--- config.mk ---
export PLATFORM = sky130hd
export DESIGN_NAME = clb_config_sequencer_flat
export DESIGN_NICKNAME = d
export VERILOG_FILES = /design/src/rtl/clb_config_sequencer_if.sv /design/src/rtl/clb_config_sequencer.sv /design/src/flat_wrapper.sv
export SDC_FILE = /design/constraint.sdc
export NUM_CORES = 1
export LEC_CHECK = 0
export CAP_MARGIN = 0
export CORE_MARGIN = 2
export CORE_UTILIZATION = 30
export CTS_BUF_LIST = sky130_fd_sc_hd__clkbuf_2
export DETAILED_ROUTE_END_ITERATION = 8
export HOLD_SLACK_MARGIN = 0.05
export PLACE_DENSITY_LB_ADDON = 0.3
export SYNTH_ARGS = -nofsm -noshare
export SYNTH_HDL_FRONTEND = slang
export SYNTH_SLANG_ARGS = --single-unit
--- constraint.sdc ---
create_clock -name clk -period 4.17 [get_ports clk]
set_clock_uncertainty 0.15 [all_clocks]
set_input_delay 0.834 -clock clk [delete_from_list [all_inputs] [get_ports clk]]
set_output_delay 0.834 -clock clk [all_outputs]
set_load 0.02 [all_outputs]
--- src/rtl/clb_config_sequencer_if.sv ---
// Frame handshake between the configuration loader (master) and the sequencer (slave).
// A frame transfers on any rising clk edge where frame_valid and frame_ready are both high.
interface clb_config_sequencer_if #(
   parameter int FRAME_BITS = 37
) ();
   logic [FRAME_BITS-1:0] frame_data;
   logic                  frame_valid;
   logic                  frame_ready;

   modport master (
      output frame_data,
      output frame_valid,
      input  frame_ready
   );

   modport slave (
      input  frame_data,
      input  frame_valid,
      output frame_ready
   );
endinterface

--- src/rtl/clb_config_sequencer.sv ---
// Serialises one parallel frame per CLB onto the shared config bit line, enabling exactly
// one CLB for FRAME_BITS clocks, then releases the fabric into run mode.
module clb_config_sequencer #(
   parameter int NUM_CLB    = 4,
   parameter int FRAME_BITS = 37,
   parameter int IDX_W      = 2,
   parameter int CNT_W      = 6
) (
   input  logic                clk,
   input  logic                reset,
   input  logic                start,
   input  logic                abort,
   clb_config_sequencer_if.slave frm,
   output logic                bit_out,
   output logic                prgm_b,
   output logic [NUM_CLB-1:0]  clb_prgm_b,
   output logic [IDX_W-1:0]    clb_index,
   output logic                busy,
   output logic                done,
   output logic                aborted,
   output logic [1:0]          dbg_state
);

   localparam logic [1:0] ST_IDLE       = 2'd0;
   localparam logic [1:0] ST_WAIT_FRAME = 2'd1;
   localparam logic [1:0] ST_SHIFT      = 2'd2;
   localparam logic [1:0] ST_DONE       = 2'd3;

   logic [1:0]            state_q, state_d;
   logic                  prgm_b_q, prgm_b_d;
   logic [NUM_CLB-1:0]    clb_prgm_b_q, clb_prgm_b_d;
   logic                  bit_out_q, bit_out_d;
   logic                  frame_ready_q, frame_ready_d;
   logic [IDX_W-1:0]      clb_index_q, clb_index_d;
   logic                  done_q, done_d;
   logic                  aborted_q, aborted_d;
   logic [CNT_W-1:0]      cnt_q, cnt_d;
   logic [FRAME_BITS-1:0] shreg_q, shreg_d;

   logic busy_w;
   logic accept_w;
   logic last_bit_w;
   logic last_clb_w;

   assign busy_w     = (state_q == ST_WAIT_FRAME) || (state_q == ST_SHIFT);
   assign accept_w   = (state_q == ST_WAIT_FRAME) && frm.frame_valid && frame_ready_q;
   assign last_bit_w = (cnt_q == CNT_W'(FRAME_BITS - 1));
   assign last_clb_w = (clb_index_q == IDX_W'(NUM_CLB - 1));

   // bit_out is a registered copy of the shift-register head, so the bit for count k
   // is on the line during the cycle the counter holds k.
   always_comb begin
      state_d       = state_q;
      prgm_b_d      = prgm_b_q;
      clb_prgm_b_d  = clb_prgm_b_q;
      bit_out_d     = bit_out_q;
      frame_ready_d = frame_ready_q;
      clb_index_d   = clb_index_q;
      done_d        = done_q;
      aborted_d     = 1'b0;
      cnt_d         = cnt_q;
      shreg_d       = shreg_q;

      if (busy_w && abort) begin
         state_d       = ST_IDLE;
         prgm_b_d      = 1'b1;
         clb_prgm_b_d  = '0;
         bit_out_d     = 1'b0;
         frame_ready_d = 1'b0;
         clb_index_d   = '0;
         cnt_d         = '0;
         aborted_d     = 1'b1;
         done_d        = 1'b0;
      end else begin
         case (state_q)
            ST_IDLE, ST_DONE: begin
               if (start) begin
                  state_d       = ST_WAIT_FRAME;
                  prgm_b_d      = 1'b0;
                  done_d        = 1'b0;
                  clb_index_d   = '0;
                  cnt_d         = '0;
                  frame_ready_d = 1'b1;
               end
            end

            ST_WAIT_FRAME: begin
               if (accept_w) begin
                  state_d       = ST_SHIFT;
                  frame_ready_d = 1'b0;
                  cnt_d         = '0;
                  bit_out_d     = frm.frame_data[0];
                  shreg_d       = {1'b0, frm.frame_data[FRAME_BITS-1:1]};
                  clb_prgm_b_d  = NUM_CLB'(1) << clb_index_q;
               end
            end

            ST_SHIFT: begin
               if (last_bit_w) begin
                  // Enable drops right after the last bit so the CLB sees exactly FRAME_BITS edges.
                  clb_prgm_b_d = '0;
                  bit_out_d    = 1'b0;
                  cnt_d        = '0;
                  if (last_clb_w) begin
                     state_d  = ST_DONE;
                     prgm_b_d = 1'b1;
                     done_d   = 1'b1;
                  end else begin
                     state_d       = ST_WAIT_FRAME;
                     clb_index_d   = clb_index_q + IDX_W'(1);
                     frame_ready_d = 1'b1;
                  end
               end else begin
                  bit_out_d = shreg_q[0];
                  shreg_d   = {1'b0, shreg_q[FRAME_BITS-1:1]};
                  cnt_d     = cnt_q + CNT_W'(1);
               end
            end

            default: begin
               state_d = ST_IDLE;
            end
         endcase
      end
   end

   always_ff @(posedge clk) begin
      if (reset) begin
         state_q       <= ST_IDLE;
         prgm_b_q      <= 1'b1;
         clb_prgm_b_q  <= '0;
         bit_out_q     <= 1'b0;
         frame_ready_q <= 1'b0;
         clb_index_q   <= '0;
         done_q        <= 1'b0;
         aborted_q     <= 1'b0;
         cnt_q         <= '0;
         shreg_q       <= '0;
      end else begin
         state_q       <= state_d;
         prgm_b_q      <= prgm_b_d;
         clb_prgm_b_q  <= clb_prgm_b_d;
         bit_out_q     <= bit_out_d;
         frame_ready_q <= frame_ready_d;
         clb_index_q   <= clb_index_d;
         done_q        <= done_d;
         aborted_q     <= aborted_d;
         cnt_q         <= cnt_d;
         shreg_q       <= shreg_d;
      end
   end

   assign frm.frame_ready = frame_ready_q;
   assign bit_out         = bit_out_q;
   assign prgm_b          = prgm_b_q;
   assign clb_prgm_b      = clb_prgm_b_q;
   assign clb_index       = clb_index_q;
   assign busy            = busy_w;
   assign done            = done_q;
   assign aborted         = aborted_q;
   assign dbg_state       = state_q;

endmodule

--- src/flat_wrapper.sv ---
// flat-port wrapper written by rule: the top's interface ports become plain ports
module clb_config_sequencer_flat 
#(
   parameter int NUM_CLB    = 4,
   parameter int FRAME_BITS = 37,
   parameter int IDX_W      = 2,
   parameter int CNT_W      = 6
)
  (clk, reset, start, abort, bit_out, prgm_b, clb_prgm_b, clb_index, busy, done, aborted, dbg_state, frm_frame_data, frm_frame_valid, frm_frame_ready);
  clb_config_sequencer_if #(.FRAME_BITS(FRAME_BITS)) frm_i ();
  input  logic clk;
  input  logic reset;
  input  logic start;
  input  logic abort;
  output logic bit_out;
  output logic prgm_b;
  output logic [NUM_CLB-1:0] clb_prgm_b;
  output logic [IDX_W-1:0] clb_index;
  output logic busy;
  output logic done;
  output logic aborted;
  output logic [1:0] dbg_state;
  input wire logic [$bits(frm_i.frame_data)-1:0] frm_frame_data;
  input wire logic [$bits(frm_i.frame_valid)-1:0] frm_frame_valid;
  output wire logic [$bits(frm_i.frame_ready)-1:0] frm_frame_ready;
  assign frm_i.frame_data = frm_frame_data;
  assign frm_i.frame_valid = frm_frame_valid;
  assign frm_frame_ready = frm_i.frame_ready;
  clb_config_sequencer #(.NUM_CLB(NUM_CLB), .FRAME_BITS(FRAME_BITS), .IDX_W(IDX_W), .CNT_W(CNT_W)) u_core (.clk(clk), .reset(reset), .start(start), .abort(abort), .frm(frm_i), .bit_out(bit_out), .prgm_b(prgm_b), .clb_prgm_b(clb_prgm_b), .clb_index(clb_index), .busy(busy), .done(done), .aborted(aborted), .dbg_state(dbg_state));
endmodule
==> metrics, run 1 <==
startpoint types flop; Combinational Power Share 39.3%; Clock Latency Late Sink between 0.4 and 0.5 ns; register area about 1100 µm²; DRC Markers 0; gate count of the mapped netlist roughly 290; total wire length 6450 µm; Pint ~990 µW; fin util a little under two fifths; Worst Path Required approximately 3.2 ns; gp weighted congestion ~0.74; Die ar. roughly 10,000 µm²; count leader, synth dfxtp_1; slew margin rel. 34.5%; Die Y 102 µm; post-synthesis async set-or-reset flop share 0%; initial antenna violation count 0; FF+latch count, synth 55; Gates resized, CTS repair 0; leak pwr 1.07 nW; gr ovfl total 0; RSZ-0062 raised after global routing no; core footprint a little over 9000 µm²; worst path arrival time ~1.9 ns; initial core utilization a little under a third; Most Frequent Cell on Critical Path inv_1; Crit Path Class flop to output pin; placed wire-length estimate roughly 4300 µm; Crit path max-delay family buffers and inverters; vias in the first global route 2,290; Main synth FF type dfxtp_1; setup TNS 0 ns; Clock Power Share roughly 18%; Nets about 390; worst path bufs/invs 3; largest net degree at the start of global routing 40; syn nets ~340; Core Rows 35; via/cell ratio roughly 5; max-slew violations 0; Port-buffer cells 55; Fillers between 900 and 1,000; Warnings, synthesis 0; total track usage approximately an eighth; Mapped Avg Cell Area between 9 and 10 µm²; maximum vdd drop about 0.15 mV; ratio of cells with drive above 1 in the final layout between 10% and 20%; top-area cell type share of the netlist area a little under two fifths; switching power of the nets around 600 µW; worst min path class flop to flop; DR WL/cell between 10 and 15 µm; Root Buffer clkbuf_2; first-pass GRT wire length 11,000 µm; CTS max path bufs 2; Least-Margin Pin Slew 0.982 ns; Critical-path top delay cell clkdlybuf4s50_1; multi-input logic area 1600 µm²; Peak Freq 344 MHz; Net Sw Frac between 30% and 40%; DRT antenna net count 0; hold path cells 2; final hold vios 0; synth top area cells dfxtp_1 38%, mux2i_1 13%, a211oi_2 13%; synthesized area approximately 2900 µm²; Area Growth Syn to Fin 23.1%; WP depth 4; crit-path max FO 6; Post-synth EDFFs 0; Synth cell types 39; Tmin final ~2.9 ns; vias 2,340; status finished, final reports clean; cts hold-fix bufs 0; DIE WIDTH around 100 µm; drt first pass iters 5; Worst-path clk slew a little over 0.3 ns; cell area power density approximately 450 nW/µm²; DRT iter0 DRCs 76; MaxCap Viol Count 0; CP max stage delay between 0.5 and 0.6 ns; CP Cell Sequence inv_1 -> ha_2 -> inv_1 -> clkdlybuf4s50_1; period utilization 69.7%; number of buffers created by CTS 5; most common library cells after synthesis 55 x dfxtp_1, 45 x a21oi_1, 37 x mux2i_1; Setup Buffers After CTS 0; register area share after synthesis approximately two fifths; Seq pwr share a little over two fifths; IO Count 56; Yosys top cell by area dfxtp_1; H-tree levels 2; CTS sink cnt 55; setup violators final 0; CTS tree done; worst r2r path cells 5; crit end category output pin; Antenna Cells 0
## routing by layer
layer  vias up  track usage, %  part of all wire [%]
met2        64            21.3                    47
met1      1108            18.0                    48
met3         2            2.26                   4.6
li1       1166               -                     -
met5         -               0                     0
met4         0            3.18                  0.39
## power groups by stage
stage          Combinational (mW)  Sequential [mW]  Clock, mW
3_3_place_gp                0.617            0.683          0
4_1_cts                     0.626            0.675      0.292
6_report                    0.620            0.674      0.284
5_1_grt                     0.686            0.688      0.311
3_5_place_dp                0.624            0.685          0
2_1_floorplan               0.448            0.700          0
## worst register-to-register path, delay by kind of cell, from the launching register on
family,cells,cell delay (ns)
AO/OA/AOI/OAI,1,0.34
flip-flops,1,0.40
adder cells (fa/ha/maj),1,0.59
buffers and inverters,1,0.08
AND/OR/NAND/NOR,2,1.24
## per-stage QoR
step                      setup WS [ns]  hold WS, ns  instances  power [mW]  instance area, µm²
after global placement             1.14        0.302        458        1.30                3480
after global routing               1.11        0.344        466        1.69                3550
after CTS                          1.22        0.334        466        1.59                3550
after detailed placement           1.11        0.308        458        1.31                3480
final                              1.26        0.329        466        1.58                3550
after floorplan                    1.98        0.291        294        1.15                2880
## path summary, 6_finish.rpt
| check | startpoint | to | slack (ns) |
|---|---|---|---|
| worst min register to register | u_core.clb_prgm_b[3] | u_core.clb_prgm_b[3] | 0.33 |
| worst max-delay path | u_core.dbg_state[0] | busy | 1.26 |
| worst max register to register | u_core.dbg_state[0] | u_core.shreg_q[6] | 1.31 |
| worst min-delay path | u_core.clb_prgm_b[3] | u_core.clb_prgm_b[3] | 0.33 |
## logic make-up (layout without fill, tap and decap cells)
group | count (synthesis) | count (layout) | synth area share [%]
AO/OA/AOI/OAI | 102 | 102 | 27.8
multiplexers | 37 | 37 | 12.9
flip-flops | 55 | 55 | 38.2
buffers and inverters | 34 | 77 | 6.26
AND/OR/NAND/NOR | 58 | 58 | 11.4
adder cells (fa/ha/maj) | 8 | 8 | 3.48
## placed cells by master (no fill, tap or decap), types with 2 or more instances in the layout
master           synthesis  routed
nand2_1                 12      12
nand4b_1                 2       2
buf_4                    2       4
nor2b_1                  3       3
nand2b_1                 3       3
mux2i_1                 37      37
a21oi_1                 45      45
ha_1                     8       7
a211oi_1                 7       7
a311oi_1                 2       2
and3_1                   3       3
inv_1                   10      10
nand3_1                 16      16
a211oi_2                29      29
nor2_1                   5       5
nor3_1                   2       2
clkbuf_2                 0       5
or4_1                    3       3
a31oi_1                  5       5
clkdlybuf4s50_1          0      54
dfxtp_1                 55      55
o21ai_0                  7       7
## state kept, by name, summed over array words and instances, names as in the netlist
name / cells
u_core.dbg_state: 2
u_core.shreg_q: 36
u_core.bit_out: 1
u_core.clb_prgm_b: 4
u_core.clb_index: 2
u_core.aborted: 1
u_core.cnt_q: 6
u_core.frm.frame_ready: 1
u_core.prgm_b: 1
u_core.done: 1
## final cells by class
class	instances	area share (%)
multi-input cells	205	45.2
flip-flops and latches	55	31.1
repair buffers	59	16.2
well taps	129	4.55
clock inverters	3	1.20
inverters	10	1.06
clock buffers	5	0.706
Power figures use the tool's default switching activity.
==> inputs of run 2 (changes only) <==
==> constraint.sdc (replaced) <==
create_clock -name clk -period 2.8 [get_ports clk]
set_clock_uncertainty 0.15 [all_clocks]
set_input_delay 0.56 -clock clk [delete_from_list [all_inputs] [get_ports clk]]
set_output_delay 0.56 -clock clk [all_outputs]
set_load 0.02 [all_outputs]
==> run 2 against run 1 <==
Effect of this change:
- critical path depth is the same
- cell area rose by 0.67%
- sequential share of layout area is 0.21 points lower
==> metrics, run 2 (same netlist as run 1, synthesis figures left out) <==
Final Cell Area 3570 µm² (+0.67%); Reg2Reg Setup Slack 0.58 ns (-0.73 ns); gp weighted congestion 0.765 (+2.8%); crit end category output pin; DRC Markers 0 (unchanged); placed wire-length estimate 4320 µm (+1.4%); status finished, final reports clean; Core Rows 35 (unchanged); CP Launch Point u_core.dbg_state[0]; largest net degree at the start of global routing 39 (-2.5%); Least-Margin Pin Slew 0.650 ns (-0.333 ns); cell area power density 637 nW/µm² (+43%); Setup Buffers After CTS 0 (unchanged); Clock Latency Late Sink 0.43 ns (about the same); fin util 38.5% (+0.26 points); Tot Pwr 2.27 mW (+44%); commonest non-fill, non-tap cell in the layout dfxtp_1; DR WL/cell 13.7 µm (-1.0%); DP Area 3530 µm² (+1.4%); Area Growth Syn to Fin 23.9%; Tmin final approximately 2.6 ns; initial antenna violation count 0 (unchanged); max-slew violations 0 (unchanged); gr ovfl total 0 (unchanged); Nets 389 (+0.78%); cell count after placement 461 (+0.66%); Worst Path Required 2.09 ns (-1.10 ns); Worst-path clk slew 0.28 ns (-0.03 ns); maximum vdd drop 0.226 mV (+52%); core footprint 9280 µm² (unchanged); Crit Path Class flop to output pin; worst path arrival time 1.91 ns (about the same); startpoint types flop; setup violators final 0 (unchanged); CTS max path bufs 2 (unchanged); Die ar. 10,400 µm² (unchanged); most frequent cells in the layout 55 x dfxtp_1, 54 x clkdlybuf4s50_1, 45 x a21oi_1; worst r2r path cells 6 (+1); leak pwr 1.09 nW (+1.2%); DRT antenna net count 0 (unchanged); initial core utilization 31.0% (unchanged); vias 2,289 (-2.2%); via/cell ratio 4.88 (-2.8%); final hold vios 0 (unchanged); RSZ-0062 raised after global routing no; setup TNS 0 ns (unchanged); DRT iter0 DRCs 33 (-57%); ratio of cells with drive above 1 in the final layout 15.3% (+1.1 points); total wire length 6420 µm (-0.40%); slew margin rel. 56.5% (+22 points); Root Buffer clkbuf_2; vias in the first global route 2,317 (+1.2%); crit-path max FO 6 (unchanged); worst min path class flop to flop; Worst Setup EP busy; number of flip-flops under the largest register name 36 (unchanged); Reg-to-Reg End u_core.dbg_state[0]; first-pass GRT wire length 10,800 µm (-2.3%); CTS tree done; Port-buffer cells 55 (unchanged); cts hold-fix bufs 0 (unchanged); Peak Freq about 380 MHz; Gates resized, CTS repair 0 (unchanged); Largest Register u_core.shreg_q; Post-Layout Cell Count 469 (+0.64%); DIE WIDTH 102 µm (unchanged); Die Y 102 µm (unchanged); total track usage 12.7% (-0.38 points); drt first pass iters 5 (unchanged); Antenna Cells 0 (unchanged); H-tree levels 2 (unchanged); CTS sink cnt 55 (unchanged); IO Count 56 (unchanged); number of buffers created by CTS 5 (unchanged); FF-to-FF Start u_core.dbg_state[0]; hold wc startpoint u_core.clb_prgm_b[2]; MaxCap Viol Count 0 (unchanged); period utilization 93.6%
run 2: cell types whose count changed in the layout (fill, tap and decap cells not counted), sizes merged:
cell,change
bufinv,-1
clkinv,+1
buf,+3
run 2: how the worst min path moves through the flow:
stage	to	slack, ns	cells past startpoint
after global routing	u_core.prgm_b	0.33	3
after floorplan	u_core.shreg_q[35]	0.29	2
final	u_core.clb_prgm_b[2]	0.33	2
after CTS	u_core.prgm_b	0.31	3
after global placement	u_core.clb_prgm_b[1]	0.30	2
after detailed placement	u_core.clb_prgm_b[2]	0.30	2
run 2: stage by stage:
| step | hold WS (ns) | setup WS [ns] |
|---|---|---|
| after detailed placement | 0.302 | 0.407 |
| final | 0.326 | 0.179 |
| after floorplan | 0.291 | 0.606 |
| after global placement | 0.302 | 0.426 |
| after CTS | 0.307 | 0.103 |
| after global routing | 0.333 | 0.0466 |
run 2: worst max-delay path: stages (launching register included):
cell	delay (ns)
dfxtp_1	0.42
inv_1	0.07
ha_2	0.33
inv_1	0.07
clkdlybuf4s50_1	0.59
run 2: final cells by class:
class | count | area, µm²
clock buffers | 5 | 25.0
clock inverters | 3 | 18.8
fillers | 974 | 5710
inverters | 10 | 37.5
multi-input cells | 205 | 1600
flip-flops and latches | 55 | 1100
well taps | 129 | 161
repair buffers | 62 | 623
run 2: per-layer routing:
metal	vias to the layer above	routed length, µm	global-route usage [%]
li1	1181	-	-
met4	0	27	2.67
met5	-	0	0
met3	4	275	2.80
met2	45	2980	22.0
met1	1059	3140	16.2
run 2: where the power goes:
group          leakage, nW  switching, mW  total, mW  internal (mW)
Combinational        0.606          0.520      0.946          0.427
Clock               0.0331          0.263      0.326         0.0630
Sequential           0.446         0.0768       1.00          0.924
Total                 1.09          0.860       2.27           1.41
==> inputs of run 3 (changes only) <==
==> constraint.sdc (replaced) <==
create_clock -name clk -period 2.8 [get_ports clk]
set_clock_uncertainty 0.15 [all_clocks]
set_input_delay 0.42 -clock clk [delete_from_list [all_inputs] [get_ports clk]]
set_output_delay 0.42 -clock clk [all_outputs]
set_load 0.02 [all_outputs]
==> run 3 against run 2 <==
Effect of this change:
- total power increased by 3.0%
- clock power increased by 23%
- global-route usage decreased by 0.096 points
- critical path depth unchanged
- die area unchanged
- critical path type unchanged
- largest power group unchanged
==> metrics, run 3 (same netlist as run 1, synthesis figures left out) <==
drt first pass iters 4 (-1); largest net degree at the start of global routing 39 (unchanged); Gates resized, CTS repair 0 (unchanged); switching power of the nets 850 µW (-1.1%); DRT iter0 DRCs 75 (+130%); slew margin rel. 60.7% (+4.1 points); met1 wire length 3050 µm (-2.7%); via/cell ratio 5.06 (+3.8%); gp weighted congestion 0.753 (-1.6%); CTS sink cnt 55 (unchanged); most frequent cells in the layout 55 x dfxtp_1, 54 x clkdlybuf4s50_1, 45 x a21oi_1; DR WL/cell 13.6 µm (-0.29%); Top Layer Used met4; worst min path class input port to flop; leak pwr 1.09 nW (+0.29%); Post-Place Setup Slack 0.432 ns (+0.0249 ns); Antenna Cells 0 (unchanged); DRC Markers 0 (unchanged); Pint 1.49 mW (+5.5%); initial antenna violation count 0 (unchanged); max-slew violations 0 (unchanged); DIE WIDTH 102 µm (unchanged); Met3 Routed Length 319 µm (+16%); hold wc startpoint reset; total track usage 12.6% (-0.096 points); Port-buffer cells 55 (unchanged); setup TNS 0 ns (unchanged); initial core utilization 31.0% (unchanged); cts hold-fix bufs 0 (unchanged); setup violators final 0 (unchanged); period utilization 88.4% (-5.2 points); MaxCap Viol Count 0 (unchanged); Nets 389 (unchanged); IO Count 56 (unchanged); final hold vios 0 (unchanged); number of buffers created by CTS 5 (unchanged); worst path arrival time 1.91 ns (about the same); Combinational Power Share 40.0% (-1.6 points); FF-to-FF Start u_core.dbg_state[0]; crit end category output pin; commonest non-fill, non-tap cell in the layout dfxtp_1; Seq pwr share 42.9% (-1.1 points); Crit Path Class flop to output pin; Die Y 102 µm (unchanged); startpoint types flop; ratio of cells with drive above 1 in the final layout 15.0% (-0.25 points); vias 2,370 (+3.5%); gr ovfl total 0 (unchanged); placed wire-length estimate 4350 µm (+0.62%); hold path endpoint u_core.prgm_b; first-pass GRT wire length 10,700 µm (-1.0%); Tmin final 2.48 ns (-0.145 ns); Least-Margin Pin Slew 0.588 ns (-0.0616 ns); number of flip-flops under the largest register name 36 (unchanged); total wire length 6390 µm (-0.50%); Core Rows 35 (unchanged); CTS max path bufs 2 (unchanged); status finished, final reports clean; Area Growth Syn to Fin 24.1%; final worst slack 0.324 ns (+0.145 ns); worst r2r path cells 6 (unchanged); Clock Latency Late Sink 0.43 ns (about the same); DRT antenna net count 0 (unchanged); Worst-path clk slew 0.28 ns (about the same); Worst Path Required 2.23 ns (+0.14 ns); hold path cells 3 (+1); WL met2 2970 µm (-0.27%); Largest Register u_core.shreg_q; H-tree levels 2 (unchanged); Net Sw Frac 36.3% (-1.5 points); maximum vdd drop 0.288 mV (+27%); vias in the first global route 2,217 (-4.3%); Setup Buffers After CTS 0 (unchanged); core footprint 9280 µm² (unchanged); RSZ-0062 raised after global routing no; CTS tree done; Root Buffer clkbuf_2; cell area power density 655 nW/µm² (+2.9%); Die ar. 10,400 µm² (unchanged); Clock Power Share 17.1% (+2.7 points); Reg2Reg Setup Slack 0.54 ns (-0.04 ns); crit-path max FO 6 (unchanged); Peak Freq 404 MHz (+5.9%); Reg-to-Reg End u_core.dbg_state[0]
run 3: changes by cell type in the layout (fill, tap and decap cells not counted), sizes merged:
cell and change:
clkinv -2, inv -1, bufinv +1, clkbuf +1
run 3: power by group through the flow:
stage               Combinational (mW)  Clock [mW]  Sequential, mW
finish                           0.937       0.401            1.00
global placement                 0.934           0            1.02
CTS                              0.945       0.421            1.01
floorplan                        0.668           0            1.04
global route                      1.03       0.447            1.02
detailed placement               0.943           0            1.02
run 3: worst max-delay path by stage:
stage | slack (ns) | from | end | cells past startpoint
after floorplan | 0.61 | u_core.dbg_state[0] | u_core.cnt_q[4] | 7
after global placement | 0.46 | abort | u_core.cnt_q[3] | 5
after detailed placement | 0.43 | abort | u_core.cnt_q[2] | 5
after CTS | 0.26 | u_core.dbg_state[0] | busy | 4
after global routing | 0.17 | u_core.dbg_state[0] | busy | 4
final | 0.32 | u_core.dbg_state[0] | busy | 4
run 3: final cells by class:
class / count / area (µm²)
clock buffers: 6 / 30.0
clock inverters: 1 / 30.0
fillers: 969 / 5710
inverters: 10 / 37.5
multi-input cells: 205 / 1600
flip-flops and latches: 55 / 1100
well taps: 129 / 161
repair buffers: 62 / 611
run 3: metrics by stage:
step | std cells | hold slack, ns | util, % | power (mW) | instance area, µm²
floorplan | 294 | 0.291 | - | 1.71 | 2880
global route | 468 | 0.191 | 38.5 | 2.50 | 3570
global placement | 461 | 0.303 | 37.8 | 1.95 | 3510
finish | 468 | 0.192 | 38.5 | 2.34 | 3570
detailed placement | 461 | 0.313 | 37.8 | 1.97 | 3510
CTS | 468 | 0.155 | 38.5 | 2.37 | 3570
run 3: metal layers:
layer	up-vias	GRT usage [%]
li1	1176	-
met1	1132	16.9
met2	58	20.6
met3	4	2.60
met4	0	3.18
met5	-	0
run 3: critical path, stage by stage, from the launching register on:
cell	delay [ns]
dfxtp_1	0.42
inv_1	0.07
ha_2	0.33
inv_1	0.07
clkdlybuf4s50_1	0.59
